===== config.mk =====
export PLATFORM = sky130hd
export DESIGN_NAME = seg7_capture_decoder
export DESIGN_NICKNAME = d
export VERILOG_FILES = /design/src/rtl/seg7_pkg.sv /design/src/rtl/seg7_pattern_decode.sv /design/src/rtl/seg7_capture_decoder.sv
export SDC_FILE = /design/constraint.sdc
export NUM_CORES = 1
export LEC_CHECK = 0
export BUFFER_PORTS_ARGS = -buffer_cell sky130_fd_sc_hd__buf_4
export CAP_MARGIN = 20
export CORE_MARGIN = 2
export CORE_UTILIZATION = 30
export CTS_CLUSTER_SIZE = 30
export DETAILED_ROUTE_END_ITERATION = 8
export PLACE_DENSITY = 0.57
export SETUP_SLACK_MARGIN = 0.05
export SYNTH_ARGS = -nofsm -noshare
export SYNTH_HDL_FRONTEND = slang
export SYNTH_SLANG_ARGS = --single-unit

===== constraint.sdc =====
create_clock -name clk -period 2.89 [get_ports clk]
set_clock_uncertainty 0.15 [all_clocks]
set_input_delay 0.578 -clock clk [delete_from_list [all_inputs] [get_ports clk]]
set_output_delay 0.578 -clock clk [all_outputs]
set_load 0.02 [all_outputs]

===== src/rtl/seg7_pkg.sv =====
// Shared seven-segment glyph table and helpers for display readback logic.
package seg7_pkg;

   typedef logic [6:0] seg7_pat_t;
   typedef logic [3:0] nibble_t;

   typedef enum logic {
      ACQ  = 1'b0,
      HOLD = 1'b1
   } seg7_cap_state_t;

   // Active-high segment patterns in {g,f,e,d,c,b,a} order, indexed by nibble value.
   localparam seg7_pat_t SEG7_GLYPH [16] = '{
      7'h3F, 7'h06, 7'h5B, 7'h4F, 7'h66, 7'h6D, 7'h7D, 7'h07,
      7'h7F, 7'h67, 7'h77, 7'h7C, 7'h58, 7'h5E, 7'h79, 7'h71
   };

   function automatic logic seg7_is_onehot(input logic [7:0] v);
      return ($countones(v) == 1);
   endfunction

endpackage


===== src/rtl/seg7_pattern_decode.sv =====
// Combinational reverse lookup of a seven-segment pattern to its hex nibble.
module seg7_pattern_decode
   import seg7_pkg::*;
(
   input  seg7_pat_t pat,
   output nibble_t   nibble_c,
   output logic      err_c
);

   // Unknown patterns decode to zero and raise err_c.
   always_comb begin
      nibble_c = '0;
      err_c    = 1'b1;
      for (int i = 0; i < 16; i++) begin
         if (pat == SEG7_GLYPH[i]) begin
            nibble_c = 4'(i);
            err_c    = 1'b0;
         end
      end
   end

endmodule


===== src/rtl/seg7_capture_decoder.sv =====
// Samples a multiplexed seven-segment bus, filters glitches and rebuilds the displayed word.
// Define SEG7_DP_EN to also capture the decimal point per digit (dp_n / out_dp).
module seg7_capture_decoder
   import seg7_pkg::*;
#(
   parameter int unsigned NUM_DIGITS    = 4,
   parameter int unsigned STABLE_CYCLES = 8
) (
   input  logic                      clk,
   input  logic                      rst_n,
   input  logic [6:0]                seg_n,
   input  logic [NUM_DIGITS-1:0]     dig_sel,
`ifdef SEG7_DP_EN
   input  logic                      dp_n,
   output logic [NUM_DIGITS-1:0]     out_dp,
`endif
   output logic [4*NUM_DIGITS-1:0]   out_word,
   output logic [NUM_DIGITS-1:0]     out_err,
   output logic                      out_valid,
   input  logic                      out_ready,
   output logic                      overflow,
   input  logic                      clr_overflow
);

   localparam int unsigned WW = 4 * NUM_DIGITS;
   localparam int unsigned CW = $clog2(STABLE_CYCLES + 1);
`ifdef SEG7_DP_EN
   localparam int unsigned SW = 8;
`else
   localparam int unsigned SW = 7;
`endif

   logic [SW-1:0]         seg_raw_c;
   logic [SW-1:0]         seg_s1, seg_s2, seg_prev;
   logic [NUM_DIGITS-1:0] dig_s1, dig_s2, dig_prev;
   logic [CW-1:0]         cnt, cnt_nxt_c;
   logic [NUM_DIGITS-1:0] mask;
   logic [WW-1:0]         stage_word;
   logic [NUM_DIGITS-1:0] stage_err;
   seg7_cap_state_t       state;

   seg7_pat_t pat_c;
   nibble_t   nib_c;
   logic      err_c;
   logic      changed_c, onehot_c, capture_c, frame_done_c, hs_c;

`ifdef SEG7_DP_EN
   logic [NUM_DIGITS-1:0] stage_dp;
   assign seg_raw_c = {dp_n, seg_n};
`else
   assign seg_raw_c = seg_n;
`endif

   assign pat_c        = seg7_pat_t'(~seg_s2[6:0]);
   assign changed_c    = ({seg_s2, dig_s2} != {seg_prev, dig_prev});
   assign onehot_c     = seg7_is_onehot(8'(dig_s2));
   assign frame_done_c = &mask;
   assign hs_c         = out_valid && out_ready;

   seg7_pattern_decode u_dec (
      .pat      (pat_c),
      .nibble_c (nib_c),
      .err_c    (err_c)
   );

   // Stability counter: restart on change, park at zero on a bad select, saturate at the threshold.
   always_comb begin
      cnt_nxt_c = cnt;
      if (!onehot_c)
         cnt_nxt_c = '0;
      else if (changed_c)
         cnt_nxt_c = CW'(1);
      else if (cnt != CW'(STABLE_CYCLES))
         cnt_nxt_c = cnt + CW'(1);
   end

   assign capture_c = onehot_c && (cnt_nxt_c == CW'(STABLE_CYCLES)) &&
                      (changed_c || (cnt != CW'(STABLE_CYCLES)));

   always_ff @(posedge clk or negedge rst_n) begin
      if (!rst_n) begin
         seg_s1     <= '0;
         seg_s2     <= '0;
         seg_prev   <= '0;
         dig_s1     <= '0;
         dig_s2     <= '0;
         dig_prev   <= '0;
         cnt        <= '0;
         mask       <= '0;
         stage_word <= '0;
         stage_err  <= '0;
`ifdef SEG7_DP_EN
         stage_dp   <= '0;
         out_dp     <= '0;
`endif
         out_word   <= '0;
         out_err    <= '0;
         out_valid  <= 1'b0;
         overflow   <= 1'b0;
         state      <= ACQ;
      end else begin
         seg_s1   <= seg_raw_c;
         seg_s2   <= seg_s1;
         seg_prev <= seg_s2;
         dig_s1   <= dig_sel;
         dig_s2   <= dig_s1;
         dig_prev <= dig_s2;
         cnt      <= cnt_nxt_c;

         // A capture landing on the completion edge starts the next frame's mask.
         mask <= (frame_done_c ? '0 : mask) | (capture_c ? dig_s2 : '0);
         for (int i = 0; i < int'(NUM_DIGITS); i++) begin
            if (capture_c && dig_s2[i]) begin
               stage_word[4*i +: 4] <= nib_c;
               stage_err[i]         <= err_c;
`ifdef SEG7_DP_EN
               stage_dp[i]          <= ~seg_s2[7];
`endif
            end
         end

         if (clr_overflow)
            overflow <= 1'b0;

         // Later assignments win, so a drop in the same cycle as a clear keeps overflow set.
         case (state)
            ACQ: begin
               if (frame_done_c) begin
                  out_word  <= stage_word;
                  out_err   <= stage_err;
`ifdef SEG7_DP_EN
                  out_dp    <= stage_dp;
`endif
                  out_valid <= 1'b1;
                  state     <= HOLD;
               end
            end
            HOLD: begin
               if (frame_done_c) begin
                  if (hs_c) begin
                     out_word <= stage_word;
                     out_err  <= stage_err;
`ifdef SEG7_DP_EN
                     out_dp   <= stage_dp;
`endif
                  end else begin
                     overflow <= 1'b1;
                  end
               end else if (hs_c) begin
                  out_valid <= 1'b0;
                  state     <= ACQ;
               end
            end
            default: state <= ACQ;
         endcase
      end
   end

endmodule


==> impl_metrics.yaml, run 1 <==
layout:
  syn2layout_area_growth_pct: 26.1
  most-common-layout-cells: "dfrtp_1, buf_4, mux2_2, nand2_1, mux2_1"
  final_nets: 318
  n_antenna_cell: 0
  drive_gt1_share_pct: 36.9
  final_cells: 441
  final_common_cell: "dfrtp_1"
  utilization_pct: 39.1
yosys:
  ys_seq_area_share_pct: 61.9
  yosysWarnings: 0
  syn-instance-count: 245
  synth_top_area_share_pct: 61.9
  synth_area_per_cell_um2: 13.9
  syn_area_um2: 3390
  synth_cell_type_count: 41
  synth_area_leaders: "dfrtp_1, mux2_2, mux2_1"
  syn_nets: 266
  yosysTopAreaCell: "dfrtp_1"
  ys_seq_elements: 84
timing:
  setup_tns_ns: 0
  max_freq_mhz: 367
  drv_slew: 0
  post-route-min-period_ns: 2.72
  fin_crit_sh_pct: 94.2
  rsz0062_at_grt: "true"
  finalSetupViolations: 0
  worst_slew_pin_slew_ns: 0.510
  hold_violations: 0
  worst_hold_slack_ns: 0.0321
  slew_headroom_pct: 65.8
grt:
  gr-usage-met1_pct: 15.6
  top_usage_layer: "met2"
  use_met2_pct: 16.6
  grt_use_total_pct: 11.2
  grt_max_degree: 52
  antenna_found_initial: 0
  overflow: 0
  grt_pass1_vias: 2088
  gr-usage-met3_pct: 3.59
  grt_pass1_wl_um: 10300
floorplanning:
  core_area_um2: 10900
  dieArea_um2: 12200
  die_y_um: 110
  rows: 38
  start_util_pct: 31.0
  ios: 37
  die_w_um: 110
clock_tree:
  clk_pin_slew_ns: 0.06
  clockRootBuffer: "clkbuf_16"
  cts_buffers: 9
  cts_tree: "done"
  cts_sinks: 84
  cts_max_level: 3
  hold_buffers: 0
  cts_buffer_depth: 2
  clk_latency_ns: 0.33
outcome:
  status: "finished clean"
worst_setup_path:
  crit_required_ns: 2.95
  cp.arrival_ns: 2.78
  cp_cell_sequence: "inv_2 -> fa_1 -> inv_1 -> ha_2 -> ha_4 -> nor3b_4 -> nand2_2 -> nor3_4 -> buf_6 -> nand3_4 -> mux2_4"
  critPathKind: "flop to flop"
  slowest_stage: "fa_1"
  cp_max_fo: 6
  reg2reg_depth: 11
  worst_setup_path_end_kind: "flop"
  cp-start-kind: "flop"
  max_stage_delay_ns: 0.52
route:
  routed_wl_um: 6050
  drcViolationCount: 0
  routed_via_density: 4.48
  route.vias.total: 1977
  wl_per_cell_um: 13.7
  drt-pass1-iter-count: 4
  antenna_left: 0
  drtIter0Drc: 83
worst_hold_path:
  hold_path.class: "input pin to async pin"
placement:
  gp_congestion: 0.756
  dpl.hpwl_um: 4090
  io_buffers: 36
  dp.cells: 423
pwr:
  share_comb_of_total_power_pct: 6.4
  power_frac_seq_pct: 49.2
  p_sw_mw: 0.566
  switching_share_pct: 22.5
  power_density_nw_per_um2: 587
  p_leak_nw: 2.07
  ir_drop_uv: 237
  power.internal_mw: 1.95
  clkPwrFrac_pct: 44.4
run:
  drv_cap: 0
cells in the mapped netlist, drive strengths merged:
cell type and instances:
nand4b 1, nand2 18, nor4bb 1, inv 10, fa 1, o211ai 3
nand3 8, xnor2 12, nor3b 4, and2 1, or3 2, nand3b 3
o22ai 1, or4 2, nand4 4, o21ai 4, a21oi 5, o21bai 1
or2 1, or3b 2, buf 8, and4bb 1, mux2 41, xor2 6
dfrtp 84, nor2 8, a31oi 2, nand2b 2, nor4 2, nor3 2
ha 5
state kept, by name (all words and copies together), names as in the netlist:
name	flops
state	1
cnt	4
mask	4
overflow	1
out_word	16
dig_s1	4
dig_prev	4
seg_prev	7
out_valid	1
out_err	4
dig_s2	4
seg_s2	7
stage_err	4
stage_word	16
seg_s1	7
final timing paths:
path	to	slack (ns)	from
hold / removal	seg_s2[6]	0.03	rst_n
setup reg to reg	stage_word[11]	0.17	dig_s2[3]
max in group asynchronous	stage_word[11]	1.93	rst_n
setup / recovery	stage_word[11]	0.17	dig_s2[3]
min in group clk	seg_s2[1]	0.20	seg_s1[1]
hold reg to reg	seg_s2[1]	0.20	seg_s1[1]
metrics by stage:
step	setup WS, ns	power (mW)	cell area (um2)
3_3_place_gp	-0.0158	1.40	3880
5_1_grt	0.0306	2.64	4280
3_5_place_dp	-0.0973	1.41	3880
4_1_cts	0.0710	2.54	4270
2_1_floorplan	0.0876	1.34	3400
6_report	0.169	2.51	4280
repair_timing:
item,CTS,global route
pin swaps,5,4
setup buffers,3,0
endpoints found under the setup margin,20,20
gates resized for setup,14,5
power groups by stage:
stage / logic (mW) / clock network (mW) / registers [mW]
CTS: 0.157 / 1.15 / 1.24
finish: 0.160 / 1.12 / 1.24
detailed placement: 0.149 / 0 / 1.26
global route: 0.184 / 1.21 / 1.24
global placement: 0.147 / 0 / 1.26
floorplan: 0.0839 / 0 / 1.25
worst max-delay path, delay by kind of cell (launching register included):
family                   cells  cell delay, ns
adder cells (fa/ha/maj)      3            0.91
buffers and inverters        3            0.24
flip-flops                   1            0.36
multiplexers                 1            0.33
AND/OR/NAND/NOR              4            0.58
area by class of cell:
class | instances | area, um2
clock inverters | 6 | 66.3
multi-input cells | 143 | 1280
well taps | 140 | 175
inverters | 10 | 37.5
clock buffers | 9 | 225
fillers | 1068 | 6660
flip-flops and latches | 84 | 2100
repair buffers | 49 | 388
metal layers:
| layer | vias to the layer above | wire length (um) |
|---|---|---|
| li1 | 954 | - |
| met1 | 974 | 2950 |
| met2 | 40 | 2790 |
| met3 | 9 | 243 |
| met4 | 0 | 68 |
| met5 | - | 0 |
cell families (layout without fill, tap and decap cells):
| kind of cell | count (synthesis) | in the layout | synth area share, % |
|---|---|---|---|
| AO/OA/AOI/OAI | 16 | 16 | 2.91 |
| XOR/XNOR | 18 | 18 | 4.87 |
| adder cells (fa/ha/maj) | 6 | 6 | 2.43 |
| buffers and inverters | 18 | 74 | 2.80 |
| flip-flops | 84 | 84 | 61.9 |
| multiplexers | 41 | 41 | 13.6 |
| AND/OR/NAND/NOR | 62 | 62 | 11.5 |
(Power assumes the default switching activity.)
==> run 2: changes to the inputs <==
- CTS_CLUSTER_DIAMETER: unset -> 150
- GPL_TIMING_DRIVEN: unset -> 0
==> impl_metrics.yaml, run 2 (synthesized netlist as in run 1, its figures left out) <==
worst_setup_path:
  cp.arrival_ns: 2.92
  crit_required_ns: 2.96
  slowest_stage: "fa_1"
  crit_buf_inv: 3
  rrSetupSlack_ns: 0.04
  worst_setup_path_end_kind: "flop"
  cp_cell_sequence: "inv_2 -> fa_1 -> inv_2 -> ha_4 -> ha_4 -> nor3b_4 -> nand2_2 -> nor3_4 -> buf_6 -> nand3_4 -> mux2_4"
  cp_max_fo: 6
  crit_family: "adder cells"
  cp-start-kind: "flop"
  max_stage_delay_ns: 0.55
  critPathKind: "flop to flop"
pwr:
  power_density_nw_per_um2: 563
  clkPwrFrac_pct: 42.9
  power.internal_mw: 1.87
  power_frac_seq_pct: 49.8
  totalPowerFinal_mw: 2.47
  share_comb_of_total_power_pct: 7.3
  switching_share_pct: 24.1
  p_sw_mw: 0.596
  p_leak_nw: 2.13
  ir_drop_uv: 273
layout:
  final_common_cell: "dfrtp_1"
  utilization_pct: 40.1
  n_antenna_cell: 0
  final_nets: 325
  drive_gt1_share_pct: 43.2
  final_cells: 448
  reg.largest.list: "out_word x16, stage_word x16"
  fill_cells: 1027
  most-common-layout-cells: "dfrtp_1, buf_4, mux2_2, mux2_4, nand2_1"
  syn2layout_area_growth_pct: 29.3
timing:
  setup_tns_ns: 0
  post-route-min-period_ns: 2.85
  drv_slew: 0
  finalSetupViolations: 0
  hold_violations: 0
  rsz0062_at_grt: "true"
  worst_slew_pin_slew_ns: 0.524
  max_freq_mhz: 350
  worst_hold_slack_ns: 0.0693
  slew_headroom_pct: 65.1
  fin_crit_sh_pct: 98.8
clock_tree:
  cts_tree: "done"
  cts_max_level: 3
  clk_pin_slew_ns: 0.07
  clockRootBuffer: "clkbuf_16"
  hold_buffers: 0
  clk_latency_ns: 0.33
  cts_buffers: 9
  cts_buffer_depth: 2
  cts_sinks: 84
grt:
  overflow: 0
  grt_pass1_vias: 2045
  grt_pass1_wl_um: 10100
  grt_max_degree: 85
  antenna_found_initial: 0
  grt_use_total_pct: 11.1
placement:
  gp_congestion: 0.790
  io_buffers: 36
  dpl.hpwl_um: 3930
  dp.cells: 421
floorplanning:
  rows: 38
  dieArea_um2: 12200
  ios: 37
  start_util_pct: 31.0
  die_y_um: 110
  core_area_um2: 10900
  die_w_um: 110
route:
  drcViolationCount: 0
  drtIter0Drc: 126
  drt-pass1-iter-count: 4
  wl_per_cell_um: 13.7
  antenna_left: 0
  routed_wl_um: 6120
  route.vias.total: 1999
  routed_via_density: 4.46
worst_hold_path:
  hold_path.class: "input pin to async pin"
run:
  drv_cap: 0
outcome:
  status: "finished clean"
run 2: cell count changes in the layout (fill, tap and decap cells not counted), sizes merged:
cell,delta
inv,+2
bufinv,-1
clkinvlp,+3
clkinv,-4
buf,+7
run 2: power by group through the flow:
stage	logic, mW	registers [mW]	clock network [mW]
after floorplan	0.0839	1.25	0
after global placement	0.148	1.25	0
after detailed placement	0.151	1.25	0
after CTS	0.164	1.23	1.09
after global routing	0.203	1.23	1.14
final	0.181	1.23	1.06
run 2: path summary, 6_finish.rpt:
check / start / to / cells after the start
hold / removal: rst_n / stage_word[11] / 1
max in group asynchronous: rst_n / out_word[0] / 2
setup / recovery: dig_s2[3] / stage_word[10] / 11
min in group clk: dig_sel[2] / dig_s1[2] / 1
hold reg to reg: dig_s1[2] / dig_s2[2] / 0
setup reg to reg: dig_s2[3] / stage_word[10] / 11
run 2: repair_timing:
| item | in CTS | in global routing |
|---|---|---|
| resized for setup | 15 | 23 |
| setup buffers | 7 | 4 |
| endpoints found under the hold margin | 0 | 0 |
| pin swaps | 6 | 5 |
| endpoints found under the setup margin | 24 | 21 |
| cloned | 0 | 0 |
run 2: stage by stage:
step                      instance area [um2]  worst slack, ns
after detailed placement                 3850           -0.245
after floorplan                          3400           0.0876
after CTS                                4240           0.0211
final                                    4390           0.0356
after global routing                     4390          -0.0804
after global placement                   3850           -0.231
run 2: layer usage:
metal | wire [um] | global-route usage [%]
met4 | 85 | 4.02
met3 | 270 | 3.41
met2 | 2840 | 16.8
met5 | 0 | 0
met1 | 2930 | 15.0
run 2: layout make-up:
class | instances | area (um2) | share of cell area, %
flip-flops and latches | 84 | 2100 | 47.9
well taps | 140 | 175 | 3.99
plain buffers | 8 | 57.6 | 1.31
multi-input cells | 143 | 1340 | 30.6
clock buffers | 9 | 225 | 5.13
inverters | 10 | 37.5 | 0.855
clock inverters | 6 | 48.8 | 1.11
repair buffers | 48 | 399 | 9.09
==> run 3: changes to the inputs <==
- PLACE_DENSITY: 0.57 -> unset
- PLACE_DENSITY_LB_ADDON: unset -> 0.25
==> impl_metrics.yaml, run 3 (synthesized netlist as in run 1, its figures left out) <==
outcome:
  status: "finished clean"
placement:
  dp_slack_ns: -0.267
  dpl_cell_area_um2: 3850
  dpl.hpwl_um: 3930
  io_buffers: 36
  gp_congestion: 0.825
  dp.cells: 421
timing:
  finalSetupViolations: 0
  rsz0062_at_grt: "true"
  fin_crit_sh_pct: 96.0
  hold_violations: 0
  worst_slack_ns: 0.114
  slew_headroom_pct: 70.1
  worst_slew_pin_slew_ns: 0.446
  post-route-min-period_ns: 2.78
  max_freq_mhz: 360
  drv_slew: 0
  setup_tns_ns: 0
pwr:
  ir_drop_uv: 289
  power_density_nw_per_um2: 580
  p_leak_nw: 2.15
clock_tree:
  clockRootBuffer: "clkbuf_16"
  cts_buffers: 9
  cts_buffer_depth: 2
  clk_pin_slew_ns: 0.06
  cts_max_level: 3
  cts_tree: "done"
  clk_latency_ns: 0.33
  cts_sinks: 84
layout:
  reg.largest.list: "out_word x16, stage_word x16"
  design_area_um2: 4420
  fill_cells: 1043
  drive_gt1_share_pct: 42.9
  utilization_pct: 40.4
  final_common_cell: "dfrtp_1"
  syn2layout_area_growth_pct: 30.2
  final_cells: 450
  final_nets: 326
  most-common-layout-cells: "dfrtp_1, buf_4, mux2_2, mux2_4, nand2_1"
  n_antenna_cell: 0
floorplanning:
  ios: 37
  die_y_um: 110
  rows: 38
  core_area_um2: 10900
  start_util_pct: 31.0
  die_w_um: 110
  dieArea_um2: 12200
worst_setup_path:
  cp-start-kind: "flop"
  max_stage_delay_ns: 0.52
  worst_setup_path_end_kind: "flop"
  crit_family: "adder cells"
  cp_max_fo: 6
  cp_cell_sequence: "inv_2 -> fa_1 -> inv_1 -> ha_2 -> ha_4 -> nor2_4 -> nand2_2 -> nor4_4 -> buf_4 -> nand3_4 -> mux2_4"
  slowest_stage: "fa_1"
  cp.arrival_ns: 2.84
  critPathKind: "flop to flop"
  crit_required_ns: 2.96
  crit_buf_inv: 3
route:
  antenna_left: 0
  routed_wl_um: 6220
  routed_via_density: 4.48
  drcViolationCount: 0
  route.vias.total: 2017
  drtIter0Drc: 105
  wl_per_cell_um: 13.8
  drt-pass1-iter-count: 5
grt:
  grt_pass1_wl_um: 10400
  grt_pass1_vias: 2074
  grt_max_degree: 85
  grt_use_total_pct: 11.4
  overflow: 0
  antenna_found_initial: 0
worst_hold_path:
  hold_path.class: "input pin to flop"
run:
  drv_cap: 0
==> run 3: worst register-to-register path, delay by kind of cell, from the launching register on <==
family,cells,cell delay (ns)
fa+ha+maj,3,0.94
flops,1,0.37
mux,1,0.35
simple gates,4,0.58
buf+inv,3,0.27
==> run 3: final timing paths <==
path | start | endpoint | slack, ns | cells after the start
max | dig_s2[0] | stage_word[10] | 0.11 | 11
min | seg_n[5] | seg_s1[5] | 0.20 | 1
max reg2reg | dig_s2[0] | stage_word[10] | 0.11 | 11
min reg2reg | seg_s1[6] | seg_s2[6] | 0.20 | 0
max in group asynchronous | rst_n | out_word[9] | 1.50 | 3
min in group asynchronous | rst_n | seg_s1[5] | 0.50 | 2
==> run 3: where the power goes <==
group | internal, mW | leakage [nW] | total, mW | switching, mW
logic | 0.0892 | 0.914 | 0.190 | 0.101
registers | 1.21 | 1.09 | 1.23 | 0.0226
clock network | 0.677 | 0.140 | 1.15 | 0.469
total | 1.97 | 2.15 | 2.56 | 0.592
==> run 3: stage by stage <==
step | total power, mW | hold WS, ns
after floorplan | 1.34 | 0.132
after global placement | 1.40 | 0.182
after detailed placement | 1.40 | 0.185
after CTS | 2.58 | 0.186
after global routing | 2.68 | 0.181
final | 2.56 | 0.197
==> run 3: timing repair <==
| action | 4_1_cts | 5_1_grt |
|---|---|---|
| endpoints found under the setup margin | 24 | 20 |
| resized for setup | 12 | 21 |
| endpoints found under the hold margin | 0 | 15 |
| hold buffers | 0 | 1 |
| buffers inserted | 7 | 4 |
| cloned | 0 | 0 |
| pin swaps | 5 | 7 |
==> run 3: area by class of cell <==
type | instances | area, um2 | area share [%]
clock buffer | 10 | 229 | 5.18
tap | 140 | 175 | 3.96
timing repair buffer | 49 | 403 | 9.11
inverter | 10 | 37.5 | 0.849
clock inverter | 6 | 71.3 | 1.61
multi-input combinational | 143 | 1340 | 30.4
buffer | 8 | 57.6 | 1.30
sequential | 84 | 2100 | 47.6
==> run 3: per-layer routing <==
| layer | track usage (%) | wire length [um] | vias up |
|---|---|---|---|
| met3 | 3.29 | 254 | 6 |
| met5 | 0 | 0 | - |
| met4 | 5.54 | 63 | 0 |
| li1 | - | - | 969 |
| met2 | 17.0 | 2930 | 43 |
| met1 | 15.2 | 2970 | 999 |
